==> src/rtl/mem_port_arbiter.sv <==
// Arbiter sharing one variable-latency memory port between fetch (IF) and load/store (MEM).
// Define MEM_ARB_RR_EN for round-robin on simultaneous requests; default is data-over-fetch priority.
module mem_port_arbiter #(
   parameter int ADDR_W = 32,
   parameter int DATA_W = 32,
   parameter int STRB_W = 4
) (
   input  logic              clk,
   input  logic              reset,
   input  logic              if_req,
   input  logic [ADDR_W-1:0] if_addr,
   input  logic              if_kill,
   output logic [DATA_W-1:0] if_rdata,
   output logic              if_ready,
   input  logic              d_req,
   input  logic              d_we,
   input  logic [ADDR_W-1:0] d_addr,
   input  logic [DATA_W-1:0] d_wdata,
   input  logic [STRB_W-1:0] d_wstrb,
   output logic [DATA_W-1:0] d_rdata,
   output logic              d_ready,
   output logic              mem_req,
   output logic              mem_we,
   output logic [ADDR_W-1:0] mem_addr,
   output logic [DATA_W-1:0] mem_wdata,
   output logic [STRB_W-1:0] mem_wstrb,
   input  logic [DATA_W-1:0] mem_rdata,
   input  logic              mem_ack,
   output logic              stall_f,
   output logic              stall_m
);

   typedef enum logic [1:0] {IDLE, BUSY_F, BUSY_D, RESP} state_t;

   state_t              state_q, state_d;
   logic                mem_req_q, mem_req_d;
   logic                mem_we_q, mem_we_d;
   logic [ADDR_W-1:0]   mem_addr_q, mem_addr_d;
   logic [DATA_W-1:0]   mem_wdata_q, mem_wdata_d;
   logic [STRB_W-1:0]   mem_wstrb_q, mem_wstrb_d;
   logic [DATA_W-1:0]   if_rdata_q, if_rdata_d;
   logic [DATA_W-1:0]   d_rdata_q, d_rdata_d;
   logic                if_ready_q, if_ready_d;
   logic                d_ready_q, d_ready_d;
   logic                kill_q, kill_d;
   logic                grant_d, grant_f;

`ifdef MEM_ARB_RR_EN
   // 1 = data port was granted last; reset value points at fetch
   logic                last_d_q, last_d_d;

   always_comb begin
      grant_d = 1'b0;
      grant_f = 1'b0;
      if (state_q == IDLE) begin
         if (d_req && if_req) begin
            grant_d = ~last_d_q;
            grant_f = last_d_q;
         end else begin
            grant_d = d_req;
            grant_f = if_req;
         end
      end
   end

   always_comb begin
      last_d_d = last_d_q;
      if (grant_d)      last_d_d = 1'b1;
      else if (grant_f) last_d_d = 1'b0;
   end

   always_ff @(posedge clk or negedge reset) begin
      if (!reset) last_d_q <= 1'b0;
      else        last_d_q <= last_d_d;
   end
`else
   always_comb begin
      grant_d = 1'b0;
      grant_f = 1'b0;
      if (state_q == IDLE) begin
         grant_d = d_req;
         grant_f = if_req & ~d_req;
      end
   end
`endif

   always_comb begin
      state_d     = state_q;
      mem_req_d   = mem_req_q;
      mem_we_d    = mem_we_q;
      mem_addr_d  = mem_addr_q;
      mem_wdata_d = mem_wdata_q;
      mem_wstrb_d = mem_wstrb_q;
      if_rdata_d  = if_rdata_q;
      d_rdata_d   = d_rdata_q;
      if_ready_d  = 1'b0;
      d_ready_d   = 1'b0;
      kill_d      = kill_q;
      case (state_q)
         IDLE: begin
            if (grant_d) begin
               mem_req_d   = 1'b1;
               mem_we_d    = d_we;
               mem_addr_d  = d_addr;
               mem_wdata_d = d_wdata;
               mem_wstrb_d = d_we ? d_wstrb : '0;
               state_d     = BUSY_D;
            end else if (grant_f) begin
               mem_req_d   = 1'b1;
               mem_we_d    = 1'b0;
               mem_addr_d  = if_addr;
               mem_wdata_d = '0;
               mem_wstrb_d = '0;
               kill_d      = if_kill;
               state_d     = BUSY_F;
            end
         end
         BUSY_F: begin
            if (if_kill) kill_d = 1'b1;
            if (mem_ack) begin
               mem_req_d = 1'b0;
               state_d   = RESP;
               // a redirect in the ack cycle itself also discards the result
               if (!kill_q && !if_kill) begin
                  if_rdata_d = mem_rdata;
                  if_ready_d = 1'b1;
               end
            end
         end
         BUSY_D: begin
            if (mem_ack) begin
               mem_req_d = 1'b0;
               d_ready_d = 1'b1;
               state_d   = RESP;
               if (!mem_we_q) d_rdata_d = mem_rdata;
            end
         end
         RESP: begin
            kill_d  = 1'b0;
            state_d = IDLE;
         end
         default: state_d = IDLE;
      endcase
   end

   always_ff @(posedge clk or negedge reset) begin
      if (!reset) begin
         state_q     <= IDLE;
         mem_req_q   <= 1'b0;
         mem_we_q    <= 1'b0;
         mem_addr_q  <= '0;
         mem_wdata_q <= '0;
         mem_wstrb_q <= '0;
         if_rdata_q  <= '0;
         d_rdata_q   <= '0;
         if_ready_q  <= 1'b0;
         d_ready_q   <= 1'b0;
         kill_q      <= 1'b0;
      end else begin
         state_q     <= state_d;
         mem_req_q   <= mem_req_d;
         mem_we_q    <= mem_we_d;
         mem_addr_q  <= mem_addr_d;
         mem_wdata_q <= mem_wdata_d;
         mem_wstrb_q <= mem_wstrb_d;
         if_rdata_q  <= if_rdata_d;
         d_rdata_q   <= d_rdata_d;
         if_ready_q  <= if_ready_d;
         d_ready_q   <= d_ready_d;
         kill_q      <= kill_d;
      end
   end

   assign mem_req   = mem_req_q;
   assign mem_we    = mem_we_q;
   assign mem_addr  = mem_addr_q;
   assign mem_wdata = mem_wdata_q;
   assign mem_wstrb = mem_wstrb_q;
   assign if_rdata  = if_rdata_q;
   assign d_rdata   = d_rdata_q;
   assign if_ready  = if_ready_q;
   assign d_ready   = d_ready_q;
   assign stall_f   = if_req & ~if_ready_q;
   assign stall_m   = d_req & ~d_ready_q;

endmodule

==> config.mk <==
export PLATFORM = sky130hd
export DESIGN_NAME = mem_port_arbiter
export DESIGN_NICKNAME = d
export VERILOG_FILES = /design/src/rtl/mem_port_arbiter.sv
export SDC_FILE = /design/constraint.sdc
export NUM_CORES = 1
export LEC_CHECK = 0
export CAP_MARGIN = 0
export CELL_PAD_IN_SITES_DETAIL_PLACEMENT = 1
export CELL_PAD_IN_SITES_GLOBAL_PLACEMENT = 1
export CORE_MARGIN = 1
export CORE_UTILIZATION = 32
export CTS_BUF_LIST = sky130_fd_sc_hd__clkbuf_8
export DETAILED_ROUTE_END_ITERATION = 12
export PLACE_DENSITY_LB_ADDON = 0.1
export SLEW_MARGIN = 25
export SYNTH_ARGS = -nofsm -noshare
export SYNTH_HDL_FRONTEND = slang
export SYNTH_SLANG_ARGS = --single-unit
==> constraint.sdc <==
create_clock -name clk -period 2 [get_ports clk]
set_input_delay 0.4 -clock clk [delete_from_list [all_inputs] [get_ports clk]]
set_output_delay 0.4 -clock clk [all_outputs]
set_load 0.1 [all_outputs]
======== Yosys cells after proc, flatten, opt, wreduce, memory -nomap -nowiden ========
Index checks and enable logic that the tools add are counted.
storage, ports and cells
  bits in registers ....................... 139
  input bits .............................. 139
  word-level logic and storage cells ...... 68
cells by class
  equal/unequal tests ..................... 8
  mux-type cells .......................... 28
  bitwise logic cells ..................... 7
  reductions and logical operators ........ 14
operators by type and width
  operator            number
  $mux 32             4
  $mux 1              15
  $mux 4              3
  $reduce_and 3->1    3
  $mux 2              3
  $ne 2x2->1 const B  3
  $pmux 2 s3          1
  $eq 2x2->1 const B  2
  $not 1->1           4
  $reduce_and 2->1    2
  $reduce_and 4->1    1
  $reduce_bool 2->1   2
  $and 1x1->1         3
  $ne 3x3->1 const B  1
  $pmux 1 s3          1
  $reduce_bool 3->1   1
  $eq 2x1->1 const B  1
  $logic_not 1->1     2
  $logic_not 2->1     1
  $ne 2x1->1 const B  1
  $pmux 1 s2          1
  $reduce_or 2->1     1
  $logic_and 1x1->1   1

======== Longest topological paths before layout ========
Gate-level depths: netlist of the first run.
  depth after elaboration ................. 6
  mapped depth ............................ 8

======== Worst setup path after synthesis of the first run ========
OpenSTA, ideal clock, no wires.
  path type ............................... flip-flop to output port
  from .................................... register if_ready_q, in the netlist if_ready
  to ...................................... output stall_f
  arrival time ............................ 2,211 ps
  data required time ...................... 1,600 ps
  path slack .............................. -611 ps
  cell stages (with the launch flop) ...... 2
  buffers on the path ..................... 0
  path through ............................ dfrtp_1 > nor2b_1
on the way
  word-level cells in the longest chain between the ends .. 2
RTL lines
  element                 line  RTL
  start, declared         43    logic if_ready_q, if_ready_d;
  start signal, assigned  168   if_ready_q <= if_ready_d;
  $not 1->1               183   assign stall_f = if_req & ~if_ready_q;
  $and 1x1->1             183
  end, declared           29    output logic stall_f,
Every way passes these cells.

======== Final worst setup path of the first run ========
  from .................................... register state_q[0]
  to ...................................... register mem_addr_q[4], in the netlist mem_addr[4]
on the way
  word-level cells in the longest chain between the ends .. 4
  elaborated cells between the ends (all ways) .. 6
  classes of those cells .................. 3 x mux; 3 x reduce/logical
RTL lines
  element                             line    RTL
  start, declared                     35      state_t state_q, state_d;
  start signal, assigned              160     state_q <= state_d;
  $logic_not 2->1 (*)                 80, 99
  $mux 1                              80      if (state_q == IDLE) begin
  $reduce_bool 2->1 (no source line)  -
  $reduce_and 2->1 (no source line)   -
  end signal, assigned                163     mem_addr_q <= mem_addr_d;
  end, declared                       38      logic [ADDR_W-1:0] mem_addr_q, mem_addr_d;
Every way passes the cells marked *; elsewhere a longest branch is shown, timed or not.
A chain may end at the register's enable or synchronous reset.

==> results of run 1 <==
sequential cells by signal (all words and copies together) (netlist names):
name,cells
mem_req,1
mem_wdata,32
mem_we,1
d_ready,1
if_rdata,32
state_q,2
if_ready,1
d_rdata,32
kill_q,1
mem_addr,32
mem_wstrb,4
cell usage in the layout, fill, tap and decap left out, drive strengths merged, types with 3 or more instances in the layout:
cell type,count
buf,161
dfrtp,139
clkdlybuf4s50,137
nand2,69
mux2,64
a22o,36
a21oi,33
a41oi,32
clkbuf,21
inv,6
bufinv,4
clkinv,4
ha,4
nand2b,3
cells in the mapped netlist:
| library cell | instances |
|---|---|
| and4bb_1 | 1 |
| a21oi_1 | 33 |
| and2_4 | 1 |
| nor2_1 | 1 |
| inv_1 | 4 |
| mux2i_1 | 2 |
| nand2b_1 | 2 |
| mux2_2 | 34 |
| a41oi_1 | 32 |
| and3_1 | 1 |
| or2_2 | 1 |
| dfrtp_1 | 139 |
| and4_1 | 2 |
| nand2b_2 | 1 |
| nand2_2 | 1 |
| buf_4 | 6 |
| buf_6 | 4 |
| and2_1 | 1 |
| a221oi_1 | 1 |
| a22o_1 | 36 |
| nor3_1 | 1 |
| nor2b_1 | 2 |
| o2bb2ai_1 | 1 |
| nand2_1 | 68 |
| a311o_1 | 1 |
| buf_2 | 18 |
| buf_12 | 3 |
| mux2_4 | 30 |
| a22oi_1 | 1 |
| ha_1 | 4 |
| a21o_1 | 2 |
| clkbuf_1 | 5 |
| a222oi_1 | 1 |
| a21boi_0 | 1 |
final cells by class:
class / instances / area, sq um / share of cell area (%)
Sequential cell: 139 / 3480 / 38.3
Timing Repair Buffer: 299 / 2720 / 30.0
Multi-Input combinational cell: 262 / 2130 / 23.4
Clock buffer: 21 / 289 / 3.18
Tap cell: 229 / 287 / 3.16
Clock inverter: 11 / 164 / 1.81
Inverter: 4 / 15.0 / 0.165
repair_timing:
item                       CTS  global route
hold buffers                 1             0
resized for setup            0             2
setup endpoints to repair    0             9
hold endpoints to repair    45             0
worst max path at each step:
stage | end | slack (ps) | start | cells past startpoint
floorplan | d_rdata[10]$_DFFE_PN0P_ | 140 | mem_we$_DFFE_PN0P_ | 4
global placement | if_rdata[6]$_DFFE_PN0P_ | 120 | if_kill | 4
detailed placement | if_rdata[27]$_DFFE_PN0P_ | 80 | if_kill | 4
CTS | mem_addr[23]$_DFFE_PN0P_ | 150 | state_q[0]$_DFFE_PN0P_ | 6
global route | mem_addr[22]$_DFFE_PN0P_ | -10 | state_q[1]$_DFFE_PN0P_ | 6
finish | mem_addr[4]$_DFFE_PN0P_ | 140 | state_q[0]$_DFFE_PN0P_ | 6
cell families (layout without fill, tap and decap cells):
group / Yosys count / after routing / share of synthesized area (%)
flops: 139 / 139 / 59.5
compound gates: 109 / 109 / 14.2
simple gates: 83 / 83 / 6.19
mux: 66 / 66 / 14.6
buf+inv: 40 / 335 / 4.69
fa+ha+maj: 4 / 4 / 0.856
per-layer routing:
layer / GRT usage, % / vias to the layer above
li1: - / 2170
met1: 22.7 / 2372
met2: 34.5 / 146
met3: 5.85 / 25
met4: 7.33 / 0
met5: 0 / -
per-stage QoR:
stage,utilization [%],hold WS [ps]
after floorplan,-,104
after global placement,48.1,379
after detailed placement,48.1,377
after CTS,50.6,450
after global routing,50.7,490
final,50.7,457
critical path, delay by kind of cell, from the launching register on:
kind | cells | cell delay [ps]
DFF | 1 | 390
buffers and inverters | 2 | 470
AOI/OAI and AO/OA | 3 | 570
adders and majority gates | 1 | 310
==> flow_metrics.tcl, run 1 <==
set metrics [dict create \
    outcome "complete, no violations" \
    finalHoldViolations 0 \
    synthCells 441 \
    syn_nets 584 \
    fin_ws_ps 137 \
    clk_pin_slew_ps 80 \
    antenna_found_initial 0 \
    fp.dieH_um 137 \
    area_delta_synth_final_pct 55.3 \
    rrSetupSlack_ps 140 \
    cap_violations 0 \
    critical_path.slowest_cell "dfrtp_1" \
    gr-usage-all-layers_pct 19.8 \
    wl_met1_um 7100 \
    drt_wl_total_um 18100 \
    ys_warn_count 0 \
    ys_types 34 \
    drtIter0Drc 129 \
    grt_max_degree 59 \
    startpoint_type "register" \
    start_util_pct 32.7 \
    die_area_sq_um 18800 \
    cts.sink_count 139 \
    crit_type "register to register" \
    crit_required_ps 2350 \
    route.detailed.drc 0 \
    drtPass1Iterations 4 \
    portBuffers 276 \
    fin_crit_sh_pct 93.2 \
    reg2reg_depth 6 \
    finalSetupViolCount 0 \
    synth_top_area_share_pct 59.5 \
    topRoutingLayerUsed "met4" \
    grt_pass1_wl_um 28000 \
    nets 866 \
    avgViaCountPerCell 4.88 \
    r2r_start "state_q[0]$_DFFE_PN0P_" \
    fmax_ghz 0.537 \
    clk_latency_ps 430 \
    post_drt_wl_per_cell_um 18.8 \
    ant_nets 0 \
    wl_met2_um 9490 \
    final_cells 965 \
    fill_cells 1892 \
    hp-class "input port to async pin" \
    place_inst 932 \
    cts_buffer_depth 2 \
    drv_slew 0 \
    ys_top_cells_by_area "dfrtp_1 (60%), mux2_4 (7.7%), mux2_2 (6.5%)" \
    grt_pass1_vias 5162 \
    synth_largest_area_cell "dfrtp_1" \
    wl_met3_um 1220 \
    routabilityCongestion 0.783 \
    htreeDepth 4 \
    netlist_area_sq_um 5850 \
    root_buffer "clkbuf_8" \
    synth_area_per_cell_sq_um 13.3 \
    worst-endpoint-arrival_ps 2210 \
    numCtsBuffers 17 \
    critical_path.cell_chain "inv_1, ha_2, a21o_2, buf_12, a21oi_1, a41oi_1" \
    placed_cell_area_sq_um 8600 \
    overflow 0 \
    fin_crit_ps 1860 \
    vias 4713 \
    end_kind "register" \
    dp_slack_ps 80.7 \
    worst_slew_pin_slew_ps 488 \
    finClkSkew_ps 6.96 \
    ys_ff_latch 139 \
    ys_seq_area_share_pct 59.5 \
    num_antenna_cells 0 \
    cp_max_fo 58 \
    critPathMaxStageDelay_ps 390 \
    tns_ps 0 \
    relSlewSlack_pct 67.5 \
    r2r_end "mem_addr[4]$_DFFE_PN0P_" \
    rows 49 \
    die_x_um 137 \
    final_layout_size_suffix_gt1_share_pct 36.3 \
    post_cts_buffers 0 \
    final_area_sq_um 9080 \
    cts_tree "done" \
    coreArea_sq_um 17900 \
    ioPinCount 277 \
    dp_hpwl_um 13400 \
]
Power of run 1 is not shown: default switching activity piles up to over one toggle a cycle in this logic, so the estimate is an artifact.
==> inputs of run 2 (changes only) <==
--- a/config.mk
+++ b/config.mk
@@ -11,7 +11,9 @@
 export CORE_MARGIN = 1
 export CORE_UTILIZATION = 32
 export CTS_BUF_LIST = sky130_fd_sc_hd__clkbuf_8
+export CTS_CLUSTER_DIAMETER = 80
 export DETAILED_ROUTE_END_ITERATION = 12
+export GPL_ROUTABILITY_DRIVEN = 1
 export PLACE_DENSITY_LB_ADDON = 0.1
 export SLEW_MARGIN = 25
 export SYNTH_ARGS = -nofsm -noshare
==> results of run 2 <==
No change in the layout: final DEF, timing and power equal those of run 1.
Power of run 2 is left out for the same reason.
